[config.mk]
export PLATFORM = sky130hd
export DESIGN_NAME = uart_tx_frame
export DESIGN_NICKNAME = d
export VERILOG_FILES = /design/src/rtl/uart_tx_frame.sv
export SDC_FILE = /design/constraint.sdc
export NUM_CORES = 1
export LEC_CHECK = 0
export ABC_AREA = 1
export CORE_ASPECT_RATIO = 0.5
export CORE_MARGIN = 2
export CORE_UTILIZATION = 30
export CTS_BUF_LIST = sky130_fd_sc_hd__clkbuf_4
export CTS_CLUSTER_SIZE = 14
export DETAILED_ROUTE_END_ITERATION = 7
export GPL_TIMING_DRIVEN = 0
export PLACE_DENSITY = 0.56
export SLEW_MARGIN = 20
export SYNTH_ARGS = -nofsm -noshare
export SYNTH_HDL_FRONTEND = slang
export SYNTH_SLANG_ARGS = --single-unit
[constraint.sdc]
create_clock -name clk_i -period 2.8 [get_ports clk_i]
set_input_delay 0.42 -clock clk_i [delete_from_list [all_inputs] [get_ports clk_i]]
set_output_delay 0.42 -clock clk_i [all_outputs]
set_load 0.02 [all_outputs]
[src/rtl/uart_tx_frame.sv]
// UART transmitter with input FIFO and runtime frame format.
// Each word is sent as a start bit, DATA_W data bits (LSB first), an optional
// parity bit and one or two stop bits. Frame configuration is captured when a
// frame starts, so it can be changed while a frame is in flight.
//
//   state    | meaning
//   ---------+----------------------------------------------
//   S_IDLE   | line high, waiting for a word in the FIFO
//   S_START  | driving the start bit (0)
//   S_DATA   | shifting out data bits, LSB first
//   S_PARITY | driving the parity bit
//   S_STOP   | driving one or two stop bits (1)
module uart_tx_frame #(
  parameter int DATA_W = 8,
  parameter int DIV_W  = 14,
  parameter int DEPTH  = 4
) (
  input  logic                     clk_i,
  input  logic                     rst_ni,
  input  logic [DIV_W-1:0]         divider_i,
  input  logic                     parity_en_i,
  input  logic                     parity_odd_i,
  input  logic                     stop2_i,
  input  logic [DATA_W-1:0]        data_i,
  input  logic                     valid_i,
  output logic                     ready_o,
  output logic [$clog2(DEPTH):0]   level_o,
  output logic                     busy_o,
  output logic                     tx_o
);

  localparam int AW = $clog2(DEPTH);
  localparam int LW = AW + 1;
  localparam int IW = $clog2(DATA_W);
  localparam logic [LW-1:0] FULL_LVL = LW'(DEPTH);
  localparam logic [IW-1:0] LAST_IDX = IW'(DATA_W - 1);

  typedef enum logic [2:0] {
    S_IDLE   = 3'd0,
    S_START  = 3'd1,
    S_DATA   = 3'd2,
    S_PARITY = 3'd3,
    S_STOP   = 3'd4
  } state_e;

  logic [DATA_W-1:0] mem [DEPTH];
  logic [AW-1:0]     wr_ptr, rd_ptr;
  logic [LW-1:0]     level_q;
  logic              push, pop;
  logic [DATA_W-1:0] head;

  state_e            state_q, state_d;
  logic [DIV_W-1:0]  cnt_q, cnt_d;
  logic [DIV_W-1:0]  div_q, div_d;
  logic [IW-1:0]     idx_q, idx_d;
  logic [DATA_W-1:0] shift_q, shift_d;
  logic              par_en_q, par_en_d;
  logic              stop2_q, stop2_d;
  logic              par_bit_q, par_bit_d;
  logic              second_q, second_d;
  logic              tx_q, tx_d;
  logic              load;

  assign ready_o = (level_q != FULL_LVL);
  assign push    = valid_i && ready_o;
  assign head    = mem[rd_ptr];
  assign level_o = level_q;
  assign busy_o  = (state_q != S_IDLE) || (level_q != '0);
  assign tx_o    = tx_q;

  // FIFO storage; no reset needed since reads are gated by the level
  always_ff @(posedge clk_i) begin
    if (push) mem[wr_ptr] <= data_i;
  end

  // FIFO pointers and occupancy; simultaneous push and pop leave level unchanged
  always_ff @(posedge clk_i or negedge rst_ni) begin
    if (!rst_ni) begin
      wr_ptr  <= '0;
      rd_ptr  <= '0;
      level_q <= '0;
    end else begin
      if (push) wr_ptr <= wr_ptr + AW'(1);
      if (pop)  rd_ptr <= rd_ptr + AW'(1);
      case ({push, pop})
        2'b10:   level_q <= level_q + LW'(1);
        2'b01:   level_q <= level_q - LW'(1);
        default: level_q <= level_q;
      endcase
    end
  end

  // Transmit state register; tx idles high and returns high on reset
  always_ff @(posedge clk_i or negedge rst_ni) begin
    if (!rst_ni) begin
      state_q   <= S_IDLE;
      cnt_q     <= '0;
      div_q     <= '0;
      idx_q     <= '0;
      shift_q   <= '0;
      par_en_q  <= 1'b0;
      stop2_q   <= 1'b0;
      par_bit_q <= 1'b0;
      second_q  <= 1'b0;
      tx_q      <= 1'b1;
    end else begin
      state_q   <= state_d;
      cnt_q     <= cnt_d;
      div_q     <= div_d;
      idx_q     <= idx_d;
      shift_q   <= shift_d;
      par_en_q  <= par_en_d;
      stop2_q   <= stop2_d;
      par_bit_q <= par_bit_d;
      second_q  <= second_d;
      tx_q      <= tx_d;
    end
  end

  // Next-state logic; tx_d is the line level for the bit that starts at the next edge
  always_comb begin
    state_d   = state_q;
    cnt_d     = cnt_q;
    div_d     = div_q;
    idx_d     = idx_q;
    shift_d   = shift_q;
    par_en_d  = par_en_q;
    stop2_d   = stop2_q;
    par_bit_d = par_bit_q;
    second_d  = second_q;
    tx_d      = tx_q;
    load      = 1'b0;
    pop       = 1'b0;
    case (state_q)
      S_IDLE: begin
        tx_d = 1'b1;
        if (level_q != '0) load = 1'b1;
      end
      S_START: begin
        if (cnt_q == '0) begin
          state_d = S_DATA;
          idx_d   = '0;
          cnt_d   = div_q;
          tx_d    = shift_q[0];
        end else begin
          cnt_d = cnt_q - DIV_W'(1);
        end
      end
      S_DATA: begin
        if (cnt_q == '0) begin
          cnt_d = div_q;
          if (idx_q == LAST_IDX) begin
            if (par_en_q) begin
              state_d = S_PARITY;
              tx_d    = par_bit_q;
            end else begin
              state_d  = S_STOP;
              second_d = 1'b0;
              tx_d     = 1'b1;
            end
          end else begin
            shift_d = shift_q >> 1;
            idx_d   = idx_q + IW'(1);
            tx_d    = shift_q[1];
          end
        end else begin
          cnt_d = cnt_q - DIV_W'(1);
        end
      end
      S_PARITY: begin
        if (cnt_q == '0) begin
          state_d  = S_STOP;
          second_d = 1'b0;
          cnt_d    = div_q;
          tx_d     = 1'b1;
        end else begin
          cnt_d = cnt_q - DIV_W'(1);
        end
      end
      S_STOP: begin
        tx_d = 1'b1;
        if (cnt_q == '0) begin
          if (stop2_q && !second_q) begin
            second_d = 1'b1;
            cnt_d    = div_q;
          end else if (level_q != '0) begin
            load = 1'b1;
          end else begin
            state_d = S_IDLE;
          end
        end else begin
          cnt_d = cnt_q - DIV_W'(1);
        end
      end
      default: begin
        state_d = S_IDLE;
        tx_d    = 1'b1;
      end
    endcase
    // Frame start: pop the head word and capture the frame format for this frame
    if (load) begin
      pop       = 1'b1;
      state_d   = S_START;
      cnt_d     = divider_i;
      div_d     = divider_i;
      par_en_d  = parity_en_i;
      stop2_d   = stop2_i;
      par_bit_d = (^head) ^ parity_odd_i;
      shift_d   = head;
      tx_d      = 1'b0;
    end
  end

endmodule

==> results.txt <==
----------------------------------------------------
[Route]
  Metal1 wirelength ... 4900 µm
  Post-route antenna net violation count ... 0
  Met3 routed wirelength ... 302 µm
  Via count normalized by instance count ... 4.43
  Detailed Route Iter0 Violations ... 195
  DRC violations left ... 0
  Final wirelength ... 10,100 µm
  Met2 wire len ... 4730 µm
  Total vias in the final route ... 3,551
  Max Used Layer ... met4
  Detailed-routing iteration count for the pre-antenna-repair pass ... 4
  Wirelength per Cell ... 12.5 µm

[Global routing]
  Antenna violations before repair ... 0
  Wire length of the first global-routing pass ... 16,700 µm
  Global-route usage over all layers ... 13.2%
  Via count of the first global-routing pass ... about 3,400
  GRT Residual Overflow ... 0
  Maximum number of pins on one net before global-route repair ... 55

[Floorplanning]
  Floorplan row count ... 31
  Initial standard-cell utilization of the core ... 31.2%
  Die Footprint ... ~0.016 mm²
  Horizontal die dimension ... 179 µm
  Num ports ... 34
  Area of the core region ... around 0.015 mm²
  Vertical die dimension ... 91.5 µm

[STA]
  Final-report setup violation count ... 0
  Period utilization ... 92.4%
  Final hold slack ... approximately 0.48 ns
  Slew HR ... between 40 and 50%
  Hold violation total from the final report ... 0
  Unrepaired setup endpoints after global routing ... no
  Post-route minimum period ... 2.59 ns
  Fin. max-slew vios ... 0
  Clock skew ... ~0.022 ns
  Peak Freq ... about 390 MHz
  Pin slew with the least headroom to its limit ... 0.832 ns

[Clocking]
  Level count of the clock H-tree ... 3
  Maximum buffer depth of the clock tree ... 2
  Clock sink count ... 86
  Worst-Skew Late Latency ... around 0.46 ns
  Root buf cell ... clkbuf_4
  CTS clock-pin slew for the worst setup and hold paths ... 0.14 ns
  CTS tree ... done
  Clock buffer count from CTS ... 9

[Synth]
  Synth Flop Type ... dfrtp_1
  Cell accounting for the most synthesized area ... dfrtp_1
  Leading post-synthesis cells by cell area ... dfrtp_1 29%, edfxtp_1 21%, nand2_1 18%
  Post-synthesis sequential element count ... 86
  Number of unique standard cell types used by synthesis ... 42
  Combined area of all synthesized cells ... 0.00459 mm²
  Number of standard cells after synthesis ... 552
  FFs w/ async S/R, synth ... 62.8%
  Warnings, synthesis ... 0
  Seq/Total Area, Yosys ... approximately half
  Post-synthesis net count ... 589
  Area share of the largest cell type after synthesis ... 28.9%
  Mean Syn Cell Area ... 8.31 µm²
  Number of enable flip-flop cells after synthesis ... 32

[Placed design]
  Post-DP HPWL ... 7090 µm
  GP Congestion ... ~0.83
  Post-detailed-placement cell area ... 0.00519 mm²
  # port buffers ... 33

[Critical path]
  Reg-to-Reg Start ... cnt_q[0]$_DFFE_PN0P_
  Category of the most critical setup path ... reg2reg
  Crit path DAT ... between 2 and 3 ns
  Crit end category ... register
  Biggest fanout along the worst timing path ... 10
  Worst setup SP type ... register
  Worst endpoint required time ... 3.14 ns
  Critical Path Start ... cnt_q[0]$_DFFE_PN0P_
  Depth of the most critical reg-to-reg path ... 15

[Outcome]
  Run status ... finished clean

[Power]
  Power Density ... 1230 mW/mm²
  Worst ir drop on vdd ... between 200 and 300 µV
  Overall power of the completed layout ... 6.64 mW
  Static Leakage ... 2.52 nW

[Finish]
  Ant. Diodes ... 0
  Area added between synthesis and finish ... 17.6%
  Most frequent standard cell in the layout excluding fill and tap cells ... nand2_1
  Top library cells by usage in the layout, fill and taps aside ... 222 x nand2_1, 53 x dfrtp_1, 45 x inv_1
  Net count of the finished layout ... around 640
  Fraction of layout cells with a size suffix above 1 ... roughly a tenth
  Number of fill cells in the layout ... around 1,500
  Design Area, Final ... 0.00540 mm²

[Job]
  Max-cap violations ... 0

[Hold path]
  Hold Path Class ... in2async

----------------------------------------------------
## cells by family (layout without fill, tap and decap cells)
kind of cell / after synthesis / in the layout / synth area share, %
muxes: 2 / 2 / 0.463
and+or+nand+nor: 327 / 327 / 31.7
xor gates and xnor gates: 14 / 14 / 2.67
AOI/OAI and AO/OA: 48 / 48 / 5.48
buffers and inverters: 66 / 118 / 6.63
adders and majority gates: 9 / 9 / 2.62
DFF: 86 / 86 / 50.4
## metrics by stage
step	worst slack, ns	util, %	setup TNS (ns)	cells
final	0.214	36.7	0	802
after detailed placement	-0.161	35.3	-0.161	784
after global placement	-0.526	35.2	-27.82	783
after floorplan	0.224	-	0	552
after CTS	0.0108	36.5	0	800
after global routing	0.0392	36.7	0	802
## synthesized netlist by cell type, drive strengths merged, types with 2 or more instances
library cell	n
xnor2	6
clkinv	2
inv	51
nand2	231
nand4	5
nand3	44
clkbuf	2
buf	11
edfxtp	32
dfrtp	53
ha	8
o21ai	36
xor2	8
a21oi	8
nor3	3
nor2	41
## final cells by class
class,count,area (µm²),area share [%]
plain buffers,12,95.1,1.76
clock buffers,9,67.6,1.25
clock inverters,7,105,1.95
inverters,53,204,3.78
multi-input cells,400,1980,36.7
flip-flops and latches,86,2310,42.9
well taps,198,248,4.59
repair buffers,37,380,7.05
## critical path, cell delays in order, from the launching register on
cell and delay (ns):
dfrtp_1 0.41, inv_1 0.11, ha_2 0.23, nand3_4 0.12
nor2_4 0.13, nand2_4 0.13, inv_6 0.12, nand3_4 0.08
nand2_4 0.09, buf_12 0.10, ha_1 0.12, inv_1 0.06
fa_1 0.37, a21oi_1 0.15, o21ai_0 0.12, xnor2_1 0.14
## registers in the layout, summed over array words and instances, names as in the netlist, 2 cells and up
signal	flops
cnt_q	14
idx_q	3
level_o	3
mem	32
shift_q	8
state_q	3
rd_ptr	2
div_q	14
wr_ptr	2
## where the power goes
part	total (mW)	internal [mW]	switching (mW)	leakage [nW]
logic	3.69	1.32	2.36	1.48
registers	2.12	1.82	0.296	0.953
clock network	0.833	0.374	0.460	0.0886
## layer usage
| metal | up-vias | GRT usage, % |
|---|---|---|
| met4 | 0 | 3.79 |
| met1 | 1642 | 17.4 |
| met2 | 45 | 21.7 |
| li1 | 1852 | - |
| met5 | - | 0 |
| met3 | 12 | 2.89 |
## final timing paths
check | end | slack, ns
max | level_o[2]$_DFFE_PN0P_ | 0.21
min in group clk_i | div_q[1]$_DFFE_PN0P_ | 0.49
min | shift_q[6]$_DFFE_PN0P_ | 0.48
min reg2reg | div_q[1]$_DFFE_PN0P_ | 0.49
max reg2reg | level_o[2]$_DFFE_PN0P_ | 0.21
max in group asynchronous | tx_o$_DFFE_PN1P_ | 2.03
## what timing repair did
| item | 4_1_cts | 5_1_grt |
|---|---|---|
| setup endpoints to repair | 1 | 1 |
| cloned | 0 | 0 |
| gates resized for setup | 0 | 3 |
| hold buffers | 1 | 0 |
| endpoints found under the hold margin | 53 | 0 |
| setup buffers | 0 | 2 |
| pin swaps | 0 | 1 |
No activity file was read; power rests on OpenSTA's default activity.
